--- config.mk ---
export PLATFORM = sky130hd
export DESIGN_NAME = vga_sync_decoder
export DESIGN_NICKNAME = d
export VERILOG_FILES = /design/src/rtl/vga_sync_pkg.sv /design/src/rtl/sync_edge_detect.sv /design/src/rtl/vga_sync_decoder.sv
export SDC_FILE = /design/constraint.sdc
export NUM_CORES = 1
export LEC_CHECK = 0
export BUFFER_PORTS_ARGS = -buffer_cell sky130_fd_sc_hd__buf_4
export CORE_ASPECT_RATIO = 1.25
export CORE_MARGIN = 2
export CORE_UTILIZATION = 50
export CTS_CLUSTER_DIAMETER = 200
export CTS_CLUSTER_SIZE = 40
export DETAILED_ROUTE_END_ITERATION = 8
export GPL_ROUTABILITY_DRIVEN = 0
export PLACE_DENSITY = 0.7
export SLEW_MARGIN = 20
export SYNTH_ARGS = -nofsm -noshare
export SYNTH_HDL_FRONTEND = slang
export SYNTH_SLANG_ARGS = --single-unit
--- constraint.sdc ---
create_clock -name iVGA_CLK -period 7.7 [get_ports iVGA_CLK]
set_clock_uncertainty 0.05 [all_clocks]
set_input_delay 0.385 -clock iVGA_CLK [delete_from_list [all_inputs] [get_ports iVGA_CLK]]
set_output_delay 0.385 -clock iVGA_CLK [all_outputs]
set_load 0.01 [all_outputs]
--- src/rtl/vga_sync_pkg.sv ---
// Shared types and defaults for the VGA sync decoder.
// Counter widths are sized for 640x480 timing.
package vga_sync_pkg;

    typedef enum logic [1:0] {
        S_SEARCH,
        S_MEASURE,
        S_LOCKED
    } state_t;

    localparam int DEF_H_ACTIVE    = 640;
    localparam int DEF_V_ACTIVE    = 480;
    localparam int DEF_LOCK_FRAMES = 2;

    localparam int X_W = 10;
    localparam int Y_W = 9;
    localparam int A_W = 19;
    localparam int G_W = 4;

endpackage

--- src/rtl/sync_edge_detect.sv ---
// Registers one sync input and flags its edges against the
// previous registered sample.
module sync_edge_detect #(
    parameter logic IDLE = 1'b0
) (
    input  logic iVGA_CLK,
    input  logic iRST,
    input  logic d,
    output logic q,
    output logic rise,
    output logic fall
);

    logic q_d;

    always_ff @(posedge iVGA_CLK) begin
        if (iRST) begin
            q   <= IDLE;
            q_d <= IDLE;
        end else begin
            q   <= d;
            q_d <= q;
        end
    end

    assign rise = q & ~q_d;
    assign fall = ~q & q_d;

endmodule

--- src/rtl/vga_sync_decoder.sv ---
// Recovers pixel coordinates and a linear address from VGA
// sync/blank, and locks once the timing matches H/V_ACTIVE.
module vga_sync_decoder
    import vga_sync_pkg::*;
#(
    parameter int H_ACTIVE    = DEF_H_ACTIVE,
    parameter int V_ACTIVE    = DEF_V_ACTIVE,
    parameter int LOCK_FRAMES = DEF_LOCK_FRAMES
) (
    input  logic           iVGA_CLK,
    input  logic           iRST,
    input  logic           iHS,
    input  logic           iVS,
    input  logic           iBLANK_n,
    output logic [X_W-1:0] oX,
    output logic [Y_W-1:0] oY,
    output logic [A_W-1:0] oADDR,
    output logic           oPIX_VALID,
    output logic           oFRAME_START,
    output logic           oLOCKED,
    output logic           oERR
);

    logic hs_q, hs_rise, hs_fall;
    logic vs_q, vs_rise, vs_fall;
    logic bl_q, bl_rise, bl_fall;

    sync_edge_detect #(.IDLE(1'b1)) u_hs (
        .iVGA_CLK(iVGA_CLK), .iRST(iRST), .d(iHS),
        .q(hs_q), .rise(hs_rise), .fall(hs_fall)
    );

    sync_edge_detect #(.IDLE(1'b1)) u_vs (
        .iVGA_CLK(iVGA_CLK), .iRST(iRST), .d(iVS),
        .q(vs_q), .rise(vs_rise), .fall(vs_fall)
    );

    sync_edge_detect #(.IDLE(1'b0)) u_bl (
        .iVGA_CLK(iVGA_CLK), .iRST(iRST), .d(iBLANK_n),
        .q(bl_q), .rise(bl_rise), .fall(bl_fall)
    );

    // HS is registered for future line checks only
    logic unused_sync;
    assign unused_sync = ^{hs_q, hs_rise, hs_fall, vs_q, vs_rise};

    state_t         state, state_n;
    logic [G_W-1:0] good_cnt, good_n;
    logic [X_W-1:0] x_cnt, x_n, cur_x;
    logic [Y_W-1:0] line_cnt, line_n, cur_y;
    logic [A_W-1:0] addr_cnt, addr_n, cur_a;
    logic           viol, err;

    // frame clear wins over a same-cycle blank rise
    always_comb begin
        cur_x  = bl_rise ? '0 : x_cnt;
        cur_y  = vs_fall ? '0 : line_cnt;
        cur_a  = vs_fall ? '0 : addr_cnt;
        x_n    = x_cnt;
        line_n = cur_y;
        addr_n = cur_a;
        if (bl_q) begin
            x_n    = (&cur_x) ? cur_x : cur_x + X_W'(1);
            addr_n = (&cur_a) ? cur_a : cur_a + A_W'(1);
        end
        if (bl_fall)
            line_n = (&cur_y) ? cur_y : cur_y + Y_W'(1);
        viol = (bl_q && cur_x >= X_W'(H_ACTIVE))
            || (bl_q && cur_y >= Y_W'(V_ACTIVE))
            || (bl_fall && x_cnt < X_W'(H_ACTIVE))
            || (vs_fall && line_cnt != Y_W'(V_ACTIVE));
        err = viol && (state != S_SEARCH);
    end

    always_comb begin
        state_n = state;
        good_n  = good_cnt;
        unique case (state)
            S_SEARCH: begin
                if (vs_fall) begin
                    state_n = S_MEASURE;
                    good_n  = '0;
                end
            end
            S_MEASURE: begin
                if (viol) begin
                    state_n = S_SEARCH;
                    good_n  = '0;
                end else if (vs_fall) begin
                    good_n = good_cnt + G_W'(1);
                    if (good_n >= G_W'(LOCK_FRAMES))
                        state_n = S_LOCKED;
                end
            end
            S_LOCKED: begin
                if (viol) begin
                    state_n = S_SEARCH;
                    good_n  = '0;
                end
            end
            default: begin
                state_n = S_SEARCH;
                good_n  = '0;
            end
        endcase
    end

    always_ff @(posedge iVGA_CLK) begin
        if (iRST) begin
            state    <= S_SEARCH;
            good_cnt <= '0;
        end else begin
            state    <= state_n;
            good_cnt <= good_n;
        end
    end

    always_ff @(posedge iVGA_CLK) begin
        if (iRST) begin
            x_cnt        <= '0;
            line_cnt     <= '0;
            addr_cnt     <= '0;
            oX           <= '0;
            oY           <= '0;
            oADDR        <= '0;
            oPIX_VALID   <= 1'b0;
            oFRAME_START <= 1'b0;
            oERR         <= 1'b0;
        end else begin
            x_cnt        <= x_n;
            line_cnt     <= line_n;
            addr_cnt     <= addr_n;
            oFRAME_START <= vs_fall;
            oERR         <= err;
            oPIX_VALID   <= bl_q && !viol && (state == S_LOCKED);
            if (bl_q) begin
                oX    <= cur_x;
                oY    <= cur_y;
                oADDR <= cur_a;
            end
        end
    end

    assign oLOCKED = (state == S_LOCKED);

endmodule

==> flow_summary_export.csv, run 1 <==
group,metric,value,unit
outcome,status,"finished, violations left",
outcome,failed_checks,"design-rule violations",
cts,worstSkewPairLatency,360,ps
setup_path,crit_path_frequent_cell,"sky130_fd_sc_hd__nand2_1",
die,design.die.area,9100,sq um
cts,clock_tree.htree_level_count,3,
grt,grt_start_max_net_pins,73,
synth,synth-main-ff-cell,"sky130_fd_sc_hd__dfxtp_1",
placement,numPortBuffers,45,
finish,layout-drive-gt1-share,14.2,%
finish,design.final.nets,543,
cts,post_cts_resized,0,
synth,yosysUniqueCellTypes,60,
die,die_y,106,um
setup_path,worst-endpoint-required,7870,ps
cts,cts.root.buffer_cell,"sky130_fd_sc_hd__clkbuf_8",
power_and_ir_drop,pwr_density_cell,178,nW/um^2
setup_path,worst_setup_path_end_kind,"register",
setup_path,worst_path_max_delay_cell,"sky130_fd_sc_hd__o41ai_2",
die,boundaryPins,47,
flow_run,cap_violations,0,
timing,unrepaired_setup_endpoints_after_global_routing,"no",
setup_path,setup.worst_path.class,"register to register",
die,core,8190,sq um
synth,synth_top_cell_area_share,42.7,%
timing,min_period_over_period,38.8,%
synth,synth_enable_flop_cells,0,
finish,finalCoreUtilization,57.2,%
synth,synth_cells,507,
setup_path,r2r_setup_slack,4710,ps
setup_path,critical_path_depth,9,
synth,postSynthNetCount,519,
timing,slew_headroom,35.3,%
synth,synth_async_sr_flop_share,0,%
timing,final_period_minus_worst_setup_slack,2990,ps
cts,hold_buffers,0,
setup_path,setup.worst_path.start_class,"register",
drt,vias_per_cell,5.84,
finish,antenna_cells,0,
grt,number_of_global_route_vias_before_repair,3511,
synth,post_synth_top_cells,"sky130_fd_sc_hd__dfxtp_1 (89), sky130_fd_sc_hd__nand2_1 (76), sky130_fd_sc_hd__a21oi_1 (59)",
cts,cts.reportedPaths.clkPinSlew,80,ps
timing,timing.fmax,0.334,GHz
synth,largest_cells_by_area_after_synthesis,"sky130_fd_sc_hd__dfxtp_1 (43%), sky130_fd_sc_hd__a21oi_1 (7.1%), sky130_fd_sc_hd__nand2_1 (6.8%)",
setup_path,worst-endpoint-arrival,3160,ps
cts,postCtsSetupBuffers,0,
finish,area_growth,12.3,%
grt,grt_usage,21.7,%
placement,hpwlAfterDp,6150,um
synth,netlist_area,4180,sq um
timing,final-setup-viol-count,0,
setup_path,number_of_buffers_and_inverters_on_the_critical_path,1,
power_and_ir_drop,fin_total_pwr,0.833,mW
grt,number_of_antenna_violations_at_the_first_check_in_global_routing,0,
cts,clock_tree.buffer_depth,2,
drt,drc_errors,2,
grt,grt_first_pass_wirelength,16200,um
worst_hold_path,hold_depth,2,
cts,count_of_clock_tree_sinks,89,
worst_hold_path,min-delay-path-class,"primary input to register",
cts,tritoncts.num_buffers,9,
drt,post_drt_wl_per_cell,14.9,um
setup_path,worstPathCellList,"nand2b_1 > nand2_1 > inv_1 > ha_1 > nand2_1 > o41ai_2 > nor2_1 > xnor2_1 > nor3_1",
drt,dr.first_iter.drc_count,200,
drt,wirelength,9430,um
synth,synth.ff_latch_count,89,
synth,synth_sequential_area_ratio,42.7,%
drt,detailroute.via_count,3696,
synth,synth-warning-count,0,
synth,synth.most_common_cell,"sky130_fd_sc_hd__dfxtp_1",
timing,fin_tns_setup,0,ps
timing,hold_violations,0,
timing,hold_slack,157,ps
timing,pin_slew_with_the_least_headroom_to_its_limit,960,ps
placement,placed_cells,617,
drt,drt-pass1-iter-count,7,
finish,final_non_filler_cells,633,
setup_path,critical_path.top_delay_family,"compound AO/OA/AOI/OAI gates",
power_and_ir_drop,power.static_leakage,1.69,nW
cts,tritoncts,"done",
drt,ant_nets,0,
die,initial_utilization,51.0,%
power_and_ir_drop,vdd.ir_drop.worst,0.0944,mV
grt,total_congestion_overflow,0,
die,core.rowCount,37,
setup_path,timing.critical_path.slowest_cell_delay,850,ps
setup_path,worstPathMaxFanout,15,
finish,fillerInstances,759,
synth,post_synth.cell_area_avg,8.24,sq um
setup_path,worstRegToRegCells,9,
timing,final_max_slew_viol_count,0,
synth,synth_largest_area_cell,"sky130_fd_sc_hd__dfxtp_1",
die,die-width,85.7,um
[layout by cell type (no fill, tap or decap), types with 4 or more instances in the layout]
| master | n |
|---|---|
| sky130_fd_sc_hd__or4_1 | 9 |
| sky130_fd_sc_hd__buf_4 | 47 |
| sky130_fd_sc_hd__mux2i_1 | 11 |
| sky130_fd_sc_hd__and3_1 | 4 |
| sky130_fd_sc_hd__a31oi_1 | 4 |
| sky130_fd_sc_hd__dfxtp_1 | 89 |
| sky130_fd_sc_hd__nor3_1 | 14 |
| sky130_fd_sc_hd__nand3_1 | 51 |
| sky130_fd_sc_hd__xnor2_1 | 7 |
| sky130_fd_sc_hd__a211oi_1 | 4 |
| sky130_fd_sc_hd__and4_1 | 6 |
| sky130_fd_sc_hd__nand2_1 | 76 |
| sky130_fd_sc_hd__mux2_1 | 4 |
| sky130_fd_sc_hd__ha_1 | 7 |
| sky130_fd_sc_hd__nand4_1 | 12 |
| sky130_fd_sc_hd__inv_1 | 14 |
| sky130_fd_sc_hd__nor2b_1 | 6 |
| sky130_fd_sc_hd__nor2_1 | 27 |
| sky130_fd_sc_hd__a21oi_1 | 59 |
| sky130_fd_sc_hd__clkbuf_8 | 10 |
| sky130_fd_sc_hd__o31ai_1 | 9 |
| sky130_fd_sc_hd__o21ai_0 | 6 |
| sky130_fd_sc_hd__and2_1 | 4 |
[metrics by stage]
step | cell area (sq um) | setup slack [ps]
global placement | 4500 | 4780
CTS | 4690 | 4750
floorplan | 4180 | 5190
detailed placement | 4500 | 4760
global route | 4690 | 4480
finish | 4690 | 4710
[flip-flops by register name, indices dropped and copies added, names as in the netlist]
signal / count
u_vs.q_d: 1
oPIX_VALID: 1
addr_cnt: 19
line_cnt: 9
oFRAME_START: 1
good_cnt: 4
u_bl.q_d: 1
oX: 10
oERR: 1
u_bl.q: 1
oADDR: 19
x_cnt: 10
state: 2
u_vs.q: 1
oY: 9
[report_power, final]
part / switching, mW / total, mW / leakage, nW / internal (mW)
sequential: 0.00468 / 0.469 / 0.719 / 0.464
combinational: 0.0350 / 0.0481 / 0.873 / 0.0131
clock: 0.158 / 0.316 / 0.0974 / 0.158
[cells by family after synthesis]
| group | count (synthesis) | synth area share, % |
|---|---|---|
| AOI/OAI and AO/OA | 102 | 15.1 |
| adders and majority gates | 7 | 2.10 |
| buffers and inverters | 50 | 5.33 |
| muxes | 15 | 3.72 |
| xor gates and xnor gates | 10 | 2.10 |
| DFF | 89 | 42.7 |
| and+or+nand+nor | 234 | 29.0 |
[cell type report]
type	count	area [sq um]	area share (%)
Sequential cell	89	1780	38.0
Inverter	16	73.8	1.57
Timing Repair Buffer	47	353	7.52
Multi-Input combinational cell	368	2170	46.3
Tap cell	97	121	2.59
Clock buffer	13	149	3.18
Clock inverter	3	40.0	0.854
[final timing paths]
check / start / to
worst max-delay path: u_bl.q_d / x_cnt[4]
worst min-delay path: iVS / u_vs.q
worst max register to register: u_bl.q_d / x_cnt[4]
worst min register to register: oX[0] / oX[0]
[layer usage]
layer	up-vias	track usage, %	share of wire [%]
li1	1854	-	-
met1	1751	27.8	47
met2	82	36.0	47
met3	9	4.81	4.4
met4	0	7.14	1.3
met5	-	0	0
Power figures use the tool's default switching activity.
==> run 2, diff against run 1 <==
--- a/config.mk
+++ b/config.mk
@@ -5,6 +5,7 @@
 export SDC_FILE = /design/constraint.sdc
 export NUM_CORES = 1
 export LEC_CHECK = 0
+export ABC_AREA = 1
 export BUFFER_PORTS_ARGS = -buffer_cell sky130_fd_sc_hd__buf_4
 export CORE_ASPECT_RATIO = 1.25
 export CORE_MARGIN = 2
@@ -13,7 +14,7 @@
 export CTS_CLUSTER_SIZE = 40
 export DETAILED_ROUTE_END_ITERATION = 8
 export GPL_ROUTABILITY_DRIVEN = 0
-export PLACE_DENSITY = 0.7
+export PLACE_DENSITY = 0.72
 export SLEW_MARGIN = 20
 export SYNTH_ARGS = -nofsm -noshare
 export SYNTH_HDL_FRONTEND = slang
==> constraint.sdc (replaced) <==
create_clock -name iVGA_CLK -period 2.4 [get_ports iVGA_CLK]
set_clock_uncertainty 0.05 [all_clocks]
set_input_delay 0.12 -clock iVGA_CLK [delete_from_list [all_inputs] [get_ports iVGA_CLK]]
set_output_delay 0.12 -clock iVGA_CLK [all_outputs]
set_load 0.01 [all_outputs]
==> run 2 against run 1 <==
  * The flow now finishes without violations
  * Flip-flop and latch count unchanged
  * Clock power grew to 3.5 times the previous value
  * Maximum frequency increased by 37%
  * Design area rose by 9.7%
  * Utilization increased by 1.9 points
  * Critical path type unchanged
  * Combinational power rose to 8.5 times the previous value
  * Non-clock buffer count rose by 12
==> flow_summary_export.csv, run 2 <==
group,metric,value,unit
setup_path,worst_path_max_delay_cell,"sky130_fd_sc_hd__dfxtp_1",
outcome,status,"finished, final reports clean",
grt,number_of_global_route_vias_before_repair,3931,
synth,synth.ff_latch_count,89,
setup_path,worstPathCellList,"inv_2 > nand2_4 > buf_4 > nand2_1 > nor2_2 > nand2_1 > nor2_4 > nand3_4 > o21ai_0 > nand2_1 > a21oi_1",
placement,hpwlAfterDp,7250,um
synth,synth_cells,626,
finish,mostFrequentLayoutCell,"sky130_fd_sc_hd__nand2_1",
timing,slew_headroom,52.4,%
drt,post_drt_wl_per_cell,13.1,um
drt,wirelength,10400,um
setup_path,setup.worst_path.start_class,"register",
cts,cts.root.buffer_cell,"sky130_fd_sc_hd__clkbuf_8",
die,die_y,110,um
finish,area_growth,14.8,%
synth,synth.most_common_cell,"sky130_fd_sc_hd__nand2_1",
die,die-width,88.7,um
cts,count_of_clock_tree_sinks,89,
timing,final_max_slew_viol_count,0,
synth,post_synth_top_cells,"sky130_fd_sc_hd__nand2_1 (115), sky130_fd_sc_hd__dfxtp_1 (89), sky130_fd_sc_hd__a21oi_1 (69)",
timing,final.setup.worst_slack,221,ps
setup_path,worst_r2r_startpoint,"u_vs.q",
grt,grt_first_pass_wirelength,17600,um
grt,grt_usage,23.1,%
grt,total_congestion_overflow,0,
synth,synth_top_cell_area_share,39.8,%
synth,synth_sequential_area_ratio,39.8,%
setup_path,crit_path_frequent_cell,"sky130_fd_sc_hd__nand2_1",
finish,antenna_cells,0,
timing,min_period_over_period,90.8,%
synth,netlist_area,4480,sq um
synth,synth-warning-count,0,
setup_path,worst-endpoint-arrival,2420,ps
timing,pin_slew_with_the_least_headroom_to_its_limit,707,ps
placement,numPortBuffers,45,
synth,yosysUniqueCellTypes,35,
setup_path,crit-reg2reg-capture,"addr_cnt[1]",
setup_path,worstRegToRegCells,11,
drt,drt-pass1-iter-count,5,
power_and_ir_drop,pwr_density_cell,603,nW/um^2
placement,dp_slack,117,ps
synth,synth_async_sr_flop_share,0,%
setup_path,timing.critical_path.slowest_cell_delay,360,ps
timing,hold_violations,0,
die,core.rowCount,38,
timing,hold_slack,117,ps
cts,tritoncts.num_buffers,9,
synth,largest_cells_by_area_after_synthesis,"sky130_fd_sc_hd__dfxtp_1 (40%), sky130_fd_sc_hd__nand2_1 (9.6%), sky130_fd_sc_hd__a21oi_1 (7.7%)",
setup_path,worst_setup_path_end_kind,"register",
die,boundaryPins,47,
die,initial_utilization,51.5,%
worst_hold_path,hold_depth,2,
cts,clock_tree.htree_level_count,3,
drt,dr.first_iter.drc_count,204,
synth,post_synth.cell_area_avg,7.16,sq um
finish,design.final.nets,681,
setup_path,worst-endpoint-required,2650,ps
synth,synth_largest_area_cell,"sky130_fd_sc_hd__dfxtp_1",
worst_hold_path,timing.hold.worst.start,"iRST",
cts,clock_tree.buffer_depth,2,
cts,postCtsSetupBuffers,0,
power_and_ir_drop,vdd.ir_drop.worst,0.344,mV
finish,layout-drive-gt1-share,19.0,%
grt,number_of_antenna_violations_at_the_first_check_in_global_routing,0,
worst_hold_path,min_delay_worst_endpoint,"u_bl.q",
die,design.die.area,9740,sq um
drt,vias_per_cell,5.21,
timing,final_period_minus_worst_setup_slack,2180,ps
finish,commonest_cells_after_routing_fill_and_taps_aside,"sky130_fd_sc_hd__nand2_1 (115), sky130_fd_sc_hd__dfxtp_1 (88), sky130_fd_sc_hd__a21oi_1 (69)",
grt,grt_start_max_net_pins,66,
synth,synth_enable_flop_cells,0,
drt,detailroute.via_count,4135,
timing,fin_tns_setup,0,ps
cts,cts.reportedPaths.clkPinSlew,80,ps
die,core,8700,sq um
setup_path,setup.worst_path.class,"register to register",
worst_hold_path,min-delay-path-class,"primary input to register",
timing,unrepaired_setup_endpoints_after_global_routing,"no",
power_and_ir_drop,power.static_leakage,2.11,nW
finish,reg.largest.list,"addr_cnt: 19 flops, oADDR: 19 flops",
finish,finalCoreUtilization,59.1,%
flow_run,cap_violations,0,
timing,timing.fmax,0.459,GHz
synth,postSynthNetCount,638,
timing,final-setup-viol-count,0,
setup_path,r2r_setup_slack,220,ps
drt,drc_errors,0,
cts,tritoncts,"done",
setup_path,worstPathMaxFanout,13,
synth,synth-main-ff-cell,"sky130_fd_sc_hd__dfxtp_1",
drt,ant_nets,0,
cts,worstSkewPairLatency,360,ps
[run 2: cell count changes after synthesis, moves of 12 or more]
| cell | before | now |
|---|---|---|
| sky130_fd_sc_hd__inv_1 | 14 | 68 |
| sky130_fd_sc_hd__nand2_1 | 76 | 115 |
| sky130_fd_sc_hd__nand3_2 | 0 | 17 |
| sky130_fd_sc_hd__nor2_1 | 27 | 61 |
| sky130_fd_sc_hd__nor2_2 | 0 | 12 |
| sky130_fd_sc_hd__o21ai_0 | 6 | 56 |
[run 2: where the power goes]
part           total, mW  switching [mW]  internal (mW)
combinational      0.407           0.253          0.154
sequential          1.59          0.0427           1.54
clock               1.11           0.503          0.609
total               3.10           0.798           2.31
[run 2: layer usage]
| layer | up-vias | share of wire [%] | track usage [%] |
|---|---|---|---|
| li1 | 2114 | - | - |
| met1 | 1890 | 42 | 26.3 |
| met2 | 109 | 50 | 40.7 |
| met3 | 22 | 4.2 | 3.45 |
| met4 | 0 | 3.2 | 12.9 |
| met5 | - | 0 | 0 |
[run 2: critical path, delay by kind of cell, from the launching register on]
family | cells | cell delay (ps)
DFF | 1 | 360
and+or+nand+nor | 7 | 1070
buffers and inverters | 2 | 270
AOI/OAI and AO/OA | 2 | 340
[run 2: per-stage QoR]
step                      instances  total power [mW]  area (sq um)
after floorplan                 626              1.89          4480
after global placement          776              2.01          4910
after detailed placement        776              2.02          4910
after CTS                       793              3.13          5140
after global routing            793              3.24          5140
final                           793              3.10          5140
[run 2: kinds of logic (layout without fill, tap and decap cells)]
family,Yosys count,in the layout,synth area share [%]
fa+ha+maj,7,7,1.95
simple gates,284,284,31.0
flops,89,89,39.8
buf+inv,100,147,9.55
xor+xnor,10,10,1.95
compound gates,136,136,15.8
[run 2: how the worst max path moves through the flow]
stage | startpoint | end
CTS | u_vs.q | addr_cnt[1]
detailed placement | u_vs.q | addr_cnt[1]
finish | u_vs.q | addr_cnt[1]
global route | u_vs.q | addr_cnt[1]
global placement | u_vs.q | addr_cnt[1]
floorplan | u_vs.q | addr_cnt[11]
[run 2: cell type report]
class	count	area [sq um]
flip-flops and latches	89	1780
clock buffers	12	145
clock inverters	3	65.1
multi-input cells	437	2280
fillers	816	3560
inverters	73	274
repair buffers	59	448
well taps	120	150
[run 2: repair_timing]
item / CTS / global route
hold buffers: 2 / 0
endpoints found under the setup margin: 0 / 12
gates resized for setup: 0 / 1
hold endpoints to repair: 2 / 0
==> run 3, diff against run 2 <==
--- a/config.mk
+++ b/config.mk
@@ -8,12 +8,13 @@
 export ABC_AREA = 1
 export BUFFER_PORTS_ARGS = -buffer_cell sky130_fd_sc_hd__buf_4
 export CORE_ASPECT_RATIO = 1.25
-export CORE_MARGIN = 2
 export CORE_UTILIZATION = 50
+export CTS_BUF_LIST = sky130_fd_sc_hd__clkbuf_16
 export CTS_CLUSTER_DIAMETER = 200
 export CTS_CLUSTER_SIZE = 40
 export DETAILED_ROUTE_END_ITERATION = 8
 export GPL_ROUTABILITY_DRIVEN = 0
+export HOLD_SLACK_MARGIN = 0.1
 export PLACE_DENSITY = 0.72
 export SLEW_MARGIN = 20
 export SYNTH_ARGS = -nofsm -noshare
==> run 3 against run 2 <==
  * Maximum frequency is 2.3% lower
  * Total power is 13% higher
  * Die area is 4.0% lower
  * Sequential share of layout area is 0.74 points lower
  * First-iteration DRC count is 15% higher
  * Utilization is 1.3 points higher
  * Design area is 2.2% higher
  * Critical path type unchanged
  * Largest power group unchanged
  * Highest routed layer unchanged
==> flow_summary_export.csv, run 3 (synthesis gave the netlist of run 2 again) <==
group,metric,value,unit
setup_path,setup.worst_path.start_class,"register",
timing,slew_headroom,52.6,%
die,die-width,86.7,um
setup_path,worst-endpoint-required,2620,ps
timing,hold_slack,129,ps
power_and_ir_drop,fin_total_pwr,3.51,mW
cts,count_of_clock_tree_sinks,89,
setup_path,crit-reg2reg-capture,"addr_cnt[12]",
flow_run,cap_violations,0,
finish,final_non_filler_cells,793,
cts,tritoncts.num_buffers,9,
finish,design.final.nets,680,
cts,worstSkewPairLatency,350,ps
cts,tritoncts,"done",
power_and_ir_drop,power.static_leakage,2.16,nW
die,die_y,108,um
drt,vias_per_cell,5.20,
die,design.die.area,9350,sq um
worst_hold_path,timing.hold.worst.start,"iRST",
drt,post_drt_wl_per_cell,12.8,um
grt,grt_usage,23.6,%
placement,dp_slack,205,ps
timing,min_period_over_period,92.9,%
finish,reg.largest.list,"addr_cnt: 19 flops, oADDR: 19 flops",
finish,layout-drive-gt1-share,19.5,%
drt,dr.first_iter.drc_count,234,
placement,detailed_place.area,4900,sq um
setup_path,critical_path.top_delay_family,"simple AND/OR/NAND/NOR gates",
cts,postCtsSetupBuffers,0,
die,boundaryPins,47,
worst_hold_path,min_delay_worst_endpoint,"u_bl.q",
timing,unrepaired_setup_endpoints_after_global_routing,"no",
setup_path,worstRegToRegCells,12,
grt,number_of_global_route_vias_before_repair,3915,
grt,grt_first_pass_wirelength,17500,um
setup_path,worst_r2r_startpoint,"u_vs.q",
drt,wirelength,10200,um
setup_path,worst-endpoint-arrival,2450,ps
finish,finalCoreUtilization,60.4,%
grt,number_of_antenna_violations_at_the_first_check_in_global_routing,0,
timing,fin_tns_setup,0,ps
drt,detailroute.via_count,4125,
setup_path,worstPathMaxFanout,18,
drt,drc_errors,0,
worst_hold_path,hold_depth,2,
setup_path,crit_path_frequent_cell,"sky130_fd_sc_hd__nand2_1",
cts,clock_tree.htree_level_count,3,
timing,timing.fmax,0.448,GHz
worst_hold_path,min-delay-path-class,"primary input to register",
setup_path,worstPathCellList,"inv_2 > nand2_4 > buf_4 > nand2_1 > nor2_1 > nand2_1 > nor2_4 > nand3_4 > buf_4 > nand3_2 > nand2_1 > a21oi_1",
setup_path,worst_setup_path_end_kind,"register",
setup_path,r2r_setup_slack,170,ps
finish,area_growth,17.3,%
placement,placed_cells,775,
grt,grt_start_max_net_pins,67,
outcome,status,"finished, final reports clean",
setup_path,number_of_buffers_and_inverters_on_the_critical_path,3,
die,initial_utilization,51.5,%
die,core,8700,sq um
finish,commonest_cells_after_routing_fill_and_taps_aside,"sky130_fd_sc_hd__nand2_1 (115), sky130_fd_sc_hd__dfxtp_1 (88), sky130_fd_sc_hd__a21oi_1 (69)",
grt,total_congestion_overflow,0,
finish,finalInstanceArea,5260,sq um
drt,drt-pass1-iter-count,6,
placement,hpwlAfterDp,7030,um
power_and_ir_drop,pwr_density_cell,669,nW/um^2
timing,final.setup.worst_slack,170,ps
timing,pin_slew_with_the_least_headroom_to_its_limit,704,ps
setup_path,setup.worst_path.class,"register to register",
timing,final-setup-viol-count,0,
setup_path,timing.critical_path.slowest_cell_delay,360,ps
die,core.rowCount,38,
placement,numPortBuffers,45,
timing,final_period_minus_worst_setup_slack,2230,ps
power_and_ir_drop,vdd.ir_drop.worst,0.456,mV
cts,cts.reportedPaths.clkPinSlew,60,ps
drt,ant_nets,0,
cts,cts.root.buffer_cell,"sky130_fd_sc_hd__clkbuf_16",
timing,hold_violations,0,
finish,fillerInstances,811,
timing,final_max_slew_viol_count,0,
finish,mostFrequentLayoutCell,"sky130_fd_sc_hd__nand2_1",
cts,clock_tree.buffer_depth,2,
finish,antenna_cells,0,
setup_path,worst_path_max_delay_cell,"sky130_fd_sc_hd__dfxtp_1",
==> run 3: cell count changes in the layout (fill, tap and decap cells not counted), sizes merged <==
| cell | delta |
|---|---|
| clkbuf | -3 |
| clkinv | +2 |
| buf | -1 |
| clkinvlp | +1 |
| inv | +1 |
==> run 3: report_power, final <==
| part | switching, mW | total, mW | internal (mW) | leakage [nW] |
|---|---|---|---|---|
| Combinational | 0.247 | 0.399 | 0.152 | 1.27 |
| Clock | 0.608 | 1.53 | 0.921 | 0.156 |
| Sequential | 0.0417 | 1.59 | 1.54 | 0.726 |
==> run 3: final cells by class <==
cell class / count / area [sq um] / area share (%)
clock buffers: 9 / 225 / 4.28
clock inverters: 7 / 103 / 1.95
inverters: 73 / 274 / 5.21
multi-input cells: 437 / 2280 / 43.4
flip-flops and latches: 89 / 1780 / 33.9
well taps: 120 / 150 / 2.86
repair buffers: 58 / 440 / 8.38
==> run 3: worst max path at each step <==
| stage | cells past startpoint | endpoint | slack [ps] | from |
|---|---|---|---|---|
| 4_1_cts | 12 | addr_cnt[12] | 150 | u_vs.q |
| 3_3_place_gp | 12 | addr_cnt[14] | 280 | u_vs.q |
| 6_report | 12 | addr_cnt[12] | 170 | u_vs.q |
| 5_1_grt | 12 | addr_cnt[12] | 50 | u_vs.q |
| 3_5_place_dp | 12 | addr_cnt[13] | 200 | u_vs.q |
| 2_1_floorplan | 14 | addr_cnt[11] | 250 | u_vs.q |
==> run 3: per-layer routing <==
metal	routed length (um)	vias to the layer above	track usage [%]
li1	-	2126	-
met1	4390	1889	28.3
met2	5110	86	40.0
met3	374	24	4.45
met4	304	0	11.7
met5	0	-	0
==> run 3: repair_timing <==
action	in CTS	in global routing
hold buffers	2	0
endpoints found under the hold margin	2	0
setup endpoints to repair	0	2
resized for setup	0	2
